## config.mk

```make
export PLATFORM = sky130hd
export DESIGN_NAME = updn_mod_counter
export DESIGN_NICKNAME = d
export VERILOG_FILES = /design/src/rtl/updn_counter_pkg.sv /design/src/rtl/updn_cnt_next.sv /design/src/rtl/updn_mod_counter.sv
export SDC_FILE = /design/constraint.sdc
export NUM_CORES = 1
export LEC_CHECK = 0
export CORE_MARGIN = 10
export CORE_UTILIZATION = 30
export CTS_CLUSTER_SIZE = 8
export DETAILED_ROUTE_END_ITERATION = 8
export PLACE_DENSITY_LB_ADDON = 0.12
export RECOVER_POWER = 50
export SLEW_MARGIN = 10
export SYNTH_ARGS = -nofsm -noshare
export SYNTH_HDL_FRONTEND = slang
export SYNTH_HIERARCHICAL = 1
export SYNTH_SLANG_ARGS = --single-unit
```

## constraint.sdc

```tcl
create_clock -name Clk -period 5.15 [get_ports Clk]
set_input_delay 0.515 -clock Clk [delete_from_list [all_inputs] [get_ports Clk]]
set_output_delay 0.515 -clock Clk [all_outputs]
set_load 0.1 [all_outputs]
```

## src/rtl/updn_counter_pkg.sv

```systemverilog
// Shared types and defaults for the up/down modulo counter family.
package updn_counter_pkg;

  localparam int CNT_DEFAULT_WIDTH = 6;

  typedef enum logic {
    CNT_SATURATE = 1'b0,
    CNT_WRAP     = 1'b1
  } cnt_mode_e;

  typedef enum logic [1:0] {
    DIR_HOLD = 2'b00,
    DIR_UP   = 2'b01,
    DIR_DOWN = 2'b10
  } cnt_dir_e;

  // Both or neither request asserted means hold.
  function automatic cnt_dir_e decode_dir(input logic up, input logic down);
    case ({up, down})
      2'b10:   return DIR_UP;
      2'b01:   return DIR_DOWN;
      default: return DIR_HOLD;
    endcase
  endfunction

endpackage

```

## src/rtl/updn_cnt_next.sv

```systemverilog
// Next-count and terminal-count logic for one step of the modulo counter.
module updn_cnt_next
  import updn_counter_pkg::*;
#(
  parameter int WIDTH = CNT_DEFAULT_WIDTH
) (
  input  logic [WIDTH-1:0] count_i,
  input  logic [WIDTH-1:0] limit_i,
  input  cnt_mode_e        mode_i,
  input  cnt_dir_e         dir_i,
  output logic [WIDTH-1:0] count_o,
  output logic             tc_o
);

  logic             at_high;
  logic             at_low;
  logic [WIDTH-1:0] count_inc;
  logic [WIDTH-1:0] count_dec;

  // A counter above a lowered limit counts as high, so up never overflows.
  assign at_high   = (count_i >= limit_i);
  assign at_low    = (count_i == '0);
  assign count_inc = count_i + WIDTH'(1);
  assign count_dec = count_i - WIDTH'(1);

  always_comb begin
    // NOTE: every output gets a default first so no path through the case infers a latch.
    count_o = count_i;
    tc_o    = 1'b0;
    case (dir_i)
      DIR_UP: begin
        if (!at_high) begin
          count_o = count_inc;
          tc_o    = (count_inc == limit_i);
        end else if (mode_i == CNT_WRAP) begin
          count_o = '0;
          tc_o    = 1'b1;
        end
      end
      DIR_DOWN: begin
        if (!at_low) begin
          count_o = count_dec;
          tc_o    = (count_dec == '0);
        end else if (mode_i == CNT_WRAP) begin
          count_o = limit_i;
          tc_o    = 1'b1;
        end
      end
      default: ;
    endcase
  end

endmodule

```

## src/rtl/updn_mod_counter.sv

```systemverilog
// Up/down modulo counter with wrap/saturate mode, boundary flags and Tc strobe.
// Define UPDN_CNT_ALMOST_EN to add the Almost_Low / Almost_High outputs.
module updn_mod_counter
  import updn_counter_pkg::*;
#(
  parameter int WIDTH  = CNT_DEFAULT_WIDTH,
  parameter int ALMOST = 1
) (
  input  logic             Clk,
  input  logic             RST,
  input  logic [WIDTH-1:0] IN,
  input  logic             Load,
  input  logic             Up,
  input  logic             Down,
  input  logic [WIDTH-1:0] Limit,
  input  logic             Wrap,
  output logic [WIDTH-1:0] Counter,
  output logic             Low,
  output logic             High,
  output logic             Tc
`ifdef UPDN_CNT_ALMOST_EN
  ,
  output logic             Almost_Low,
  output logic             Almost_High
`endif
);

  if (WIDTH < 2 || ALMOST < 0) begin : g_bad_param
    $error("updn_mod_counter: WIDTH must be >= 2 and ALMOST >= 0");
  end

  logic [WIDTH-1:0] count_q, count_d, step_count;
  logic             tc_q, tc_d, step_tc;
  cnt_mode_e        mode;
  cnt_dir_e         dir;

  assign mode = cnt_mode_e'(Wrap);
  assign dir  = decode_dir(Up, Down);

  updn_cnt_next #(.WIDTH(WIDTH)) u_next (
    .count_i (count_q),
    .limit_i (Limit),
    .mode_i  (mode),
    .dir_i   (dir),
    .count_o (step_count),
    .tc_o    (step_tc)
  );

  // Load wins over a step and clamps into [0, Limit].
  always_comb begin
    count_d = step_count;
    tc_d    = step_tc;
    if (Load) begin
      count_d = (IN < Limit) ? IN : Limit;
      tc_d    = 1'b0;
    end
  end

  always_ff @(posedge Clk) begin
    // NOTE: non-blocking assignments so every register samples pre-edge values.
    if (RST) begin
      count_q <= '0;
      tc_q    <= 1'b0;
    end else begin
      count_q <= count_d;
      tc_q    <= tc_d;
    end
  end

  assign Counter = count_q;
  assign Tc      = tc_q;
  assign Low     = (count_q == '0);
  assign High    = (count_q >= Limit);

`ifdef UPDN_CNT_ALMOST_EN
  // One extra bit keeps Counter + ALMOST from wrapping.
  localparam logic [WIDTH:0] ALMOST_W = (WIDTH + 1)'(ALMOST);

  assign Almost_Low  = ({1'b0, count_q} <= ALMOST_W);
  assign Almost_High = (({1'b0, count_q} + ALMOST_W) >= {1'b0, Limit});
`endif

endmodule
```

# --- Word level (Yosys, flattened, before mapping) ---
# Cells that the tools add are included.
op_classes:
  n_addsub: 2
  order_cmp: 2
  eq_ne: 7
  n_mux: 12
  reduce_logical: 5
ops:
  columns: ["operator", "count"]
  rows:
  - ["two-way mux 6 bit", 6]
  - ["zero test 6 bit", 2]
  - ["case mux 6 bit (2 select lines)", 1]
  - ["!= test 4 bit, second input constant", 2]
  - ["adder 6 x 1 -> 6 bit, second input constant", 1]
  - ["== test 6 bit", 1]
  - ["greater-or-equal comparator 6 bit", 1]
  - ["less-than comparator 6 bit", 1]
  - ["subtractor 6 x 1 -> 6 bit, second input constant", 1]
  - ["== test 2 x 1 -> 1 bit, second input constant", 2]
  - ["== test 2 bit, second input constant", 2]
  - ["case mux 2 bit (2 select lines)", 1]
  - ["two-way mux 1 bit", 3]
  - ["AND reduction 3 bit", 1]
  - ["nonzero test 3 bit", 1]
  - ["case mux 1 bit (2 select lines)", 1]
  - ["OR reduction 2 bit", 1]
word_totals:
  ff_bits: 7
  input_bits: 18
  out_inout_bits: 9

# --- Depth between registers and ports, before layout ---
depth:
  ltp_word: 5
  depth_mapped: 10
  mapped_depth_nobuf: 9

# --- By module ---
# Netlist, hierarchy kept.
by_module_without_submodules:
  columns: ["mod", "instances", "cells_per_inst", "area_per_inst_um2", "seq_area_each_um2"]
  rows:
  - ["updn_cnt_next", 1, 134, 920.9, 0.0]
  - ["updn_mod_counter", 1, 66, 583.1, 140.1]

# --- Worst setup path after synthesis ---
# No wires, ideal clock.
synth_timing:
  path_kind: "register to output"
  start: "register count_q[0] (netlist: Counter[0])"
  end: "output High"
  arrival_time_ns: 4.024
  required_time_ns: 4.635
  path_slack_ns: 0.611
  path_stages_with_launch: 7
  path_cell_list: "dfxtp_1 -> inv_1 -> ha_1 -> nand2b_1 -> a21o_1 -> a211oi_1 -> o31ai_1"
synth_between:
  elab_chain_len: 1
synth_lines:
  columns: ["item", "line", "rtl"]
  rows:
  - ["start: declaration", "updn_mod_counter.sv:32", "logic [WIDTH-1:0] count_q, count_d, step_count;"]
  - ["start signal: assignment", "updn_mod_counter.sv:65", "count_q <= count_d;"]
  - ["greater-or-equal comparator 6 bit", "updn_mod_counter.sv:73", "assign High = (count_q >= Limit);"]
  - ["end: declaration", "updn_mod_counter.sv:19", "output logic High,"]
# Every way passes these cells.

# --- Final worst setup path ---
layout_timing:
  start: "input Limit[2]"
  end: "output High"
layout_between:
  elab_chain_len: 1
layout_lines:
  columns: ["item", "line", "rtl"]
  rows:
  - ["start: declaration", "updn_mod_counter.sv:15", "input logic [WIDTH-1:0] Limit,"]
  - ["greater-or-equal comparator 6 bit", "updn_mod_counter.sv:73", null]
# Every way passes these cells.

==> flow_summary_export.csv <==
group,metric,value,unit
sta,rsz0062_at_grt,"no",
cts,cts_buffer_depth,2,
cts,numClockSinks,7,
setup_path,rr_startpoint,"Counter[0]$_SDFF_PP0_",
floorplanning,pin_count,27,
floorplanning,die_h,90.8,um
cts,post_cts.repair.setup_buffers,0,
cts,h-tree-depth,1,
sta,relSlewSlack,0.341,
setup_path,cp_slowest_stage_delay,1180,ps
synth,syn_inst,200,
floorplanning,die_x,90.8,um
drt,drt-pass1-iter-count,4,
place,gp_congestion,0.812,
cts,clk_pin_slew,40,ps
floorplanning,initial_core_util,0.314,
setup_path,crit_buf_inv,3,
place,hpwl,3630,um
synth,async_reset_ff_frac,0,
synth,syn-num-nets,241,
cells_and_area,final_cell_mix,"23 x ha_1, 21 x inv_1, 19 x clkdlybuf4s50_1, 12 x a21oi_1, 10 x nor2_1",
global_routing,antenna_found_initial,0,
cts,cts_root_buffer,"clkbuf_8",
drt,drtIter0Drc,121,
cts,numCtsBuffers,3,
drt,wl_per_cell,16.1,um
drt,num_vias,1562,
drt,drtAntennaViolNets,0,
place,dpl_worst_slack,1560,ps
synth,netlist_area,1500,um2
cells_and_area,antennaDiodeCount,0,
setup_path,critPathSlowestCell,"clkdlybuf4s50_1",
drt,finalWirelength,4630,um
global_routing,grtUsageTotal,0.111,
global_routing,grt_pass1_wl,7930,um
pwr,ir_drop,0.146,mV
setup_path,r2r_slack,2160,ps
sta,holdWs,938,ps
setup_path,end_kind,"output port",
drt,drc,0,
worst_hold_path,min_path_type,"reg2reg",
global_routing,grt_pass1_vias,1612,
cells_and_area,area_growth,22.5,%
setup_path,worst_ep_required_time,4640,ps
sta,fin_tns_setup,0,ps
sta,setup_violations,0,
flow_run,cap_violations,0,
floorplanning,dieArea,8250,um2
setup_path,cp_top_family,"buffers and inverters",
global_routing,overflow,0,
global_routing,top_usage_layer,"met2",
cells_and_area,final_common_cell,"ha_1",
cts,cts_tree,"built",
sta,layout_setup_ws,1500,ps
cts,clock_latency,230,ps
synth,synth-seq-area-share,0.0932,
setup_path,critPathLaunchType,"input port",
sta,worst_slew_pin_slew,985,ps
synth,ys_seq_elements,7,
sta,fin_crit,3650,ps
floorplanning,rows,25,
sta,clock_skew,6.75,ps
cts,post_cts_resized,0,
global_routing,grt_use_met1,0.145,
pwr,p_leak,0.793,nW
setup_path,cp-startpoint,"Limit[2]",
floorplanning,core,4790,um2
global_routing,grt_use_met2,0.184,
setup_path,worst-path-max-fanout,7,
outcome,outcome,"finished, final reports clean",
sta,slew_violations,0,
sta,hold_viol,0,
setup_path,crit_type,"in2out",
place,numPortBuffers,26,
synth,yosysUniqueCellTypes,50,
sta,period_share,0.709,
synth,synth_edf_count,0,
cells_and_area,drive_gt1_frac,0.0498,
global_routing,grt_max_degree,20,
setup_path,worstPathArrival,3140,ps
synth,synthFlopType,"dfxtp_1",
synth,yosysWarnings,6,
worst_hold_path,min_from,"Counter[4]$_SDFF_PP0_",
synth,avgSynthCellArea,7.52,um2
global_routing,use_met3,0.0150,
cells_and_area,nets,263,
pwr,powerDensity,210,nW/um2
cts,cts_hold_buf,0,
drt,avgViaCountPerCell,5.42,
setup_path,worstPathCellList,"dlygate4sd3_1 -> inv_1 -> ha_1 -> a211oi_1 -> o31ai_1 -> clkdlybuf4s50_1",
sta,max_freq,274,MHz
-- report_power, final --
group	internal [W]	leakage (nW)	total, W	switching (W)
registers	0.0000592	0.0580	0.0000799	0.0000207
logic	0.0000823	0.713	0.000228	0.000146
clock network	0.0000536	0.0228	0.0000780	0.0000244
total	0.000195	0.793	0.000386	0.000191
-- layer usage --
layer	share of wire	routed length, um	vias to the layer above
met1	0.49	2290	728
met4	0.0073	34	0
met3	0.033	155	4
met5	0	0	-
li1	-	-	800
met2	0.47	2160	30
-- worst min-delay path, stage by stage, from the launching register on --
cell and delay [ps]:
dfxtp_1 460, inv_1 100, o211ai_1 110, o21bai_1 170
a311oi_1 50
-- Yosys cell counts, types with 2 or more instances --
| cell type | n | area (um2) |
|---|---|---|
| a2111oi_0 | 6 | 52.6 |
| a211oi_1 | 6 | 45.0 |
| nor3_1 | 4 | 20.0 |
| mux2_2 | 2 | 22.5 |
| and3_1 | 2 | 12.5 |
| nand3_1 | 6 | 30.0 |
| a31oi_1 | 3 | 18.8 |
| o2111ai_1 | 2 | 17.5 |
| inv_1 | 21 | 78.8 |
| clkbuf_1 | 3 | 11.3 |
| a21boi_0 | 3 | 22.5 |
| nor3b_1 | 4 | 30.0 |
| o21ai_0 | 6 | 30.0 |
| nor2b_1 | 5 | 31.3 |
| xor2_1 | 3 | 26.3 |
| nand4_1 | 2 | 12.5 |
| o21bai_1 | 6 | 45.0 |
| nor2_1 | 10 | 37.5 |
| buf_4 | 2 | 15.0 |
| nand2_1 | 9 | 33.8 |
| nor4_1 | 2 | 12.5 |
| nand2b_1 | 5 | 31.3 |
| o211ai_1 | 2 | 15.0 |
| buf_2 | 3 | 15.0 |
| ha_1 | 23 | 288 |
| a211o_1 | 3 | 26.3 |
| a21o_1 | 8 | 60.1 |
| xnor2_1 | 4 | 35.0 |
| dfxtp_1 | 7 | 140 |
| a311oi_1 | 7 | 61.3 |
| a21oi_1 | 12 | 60.1 |
-- path summary, 6_finish.rpt --
check	endpoint	cells after the start
worst min register to register	Counter[4]$_SDFF_PP0_	4
worst max-delay path	High	6
worst min-delay path	Counter[4]$_SDFF_PP0_	4
worst max register to register	Counter[3]$_SDFF_PP0_	9
-- flip-flops by register name, indices dropped and copies added (netlist names) --
register / cells
Counter: 6
Tc: 1
-- metrics by stage --
| stage | utilization | power [W] | instance area, um2 | cells |
|---|---|---|---|---|
| global route | 0.385 | 0.000415 | 1840 | 288 |
| finish | 0.385 | 0.000386 | 1840 | 288 |
| floorplan | - | 0.000246 | 1500 | 200 |
| CTS | 0.386 | 0.000390 | 1850 | 288 |
| global placement | 0.376 | 0.000312 | 1800 | 284 |
| detailed placement | 0.376 | 0.000310 | 1800 | 284 |
-- logic make-up (layout without fill, tap and decap cells) --
kind of cell | Yosys count | after routing | share of synthesized area
buffers and inverters | 30 | 51 | 0.0832
adders and majority gates | 23 | 23 | 0.191
and+or+nand+nor | 57 | 57 | 0.218
DFF | 7 | 7 | 0.0932
AOI/OAI and AO/OA | 73 | 73 | 0.352
muxes | 3 | 3 | 0.0216
xor gates and xnor gates | 7 | 7 | 0.0408
-- area by class of cell --
type / count / area [um2]
Clock buffer: 4 / 45.0
Fill cell: 500 / 2940
Inverter: 21 / 78.8
Multi-Input combinational cell: 163 / 1230
Sequential cell: 7 / 140
Tap cell: 67 / 83.8
Timing Repair Buffer: 26 / 260
Note: power is estimated with default switching activity, not from simulation.
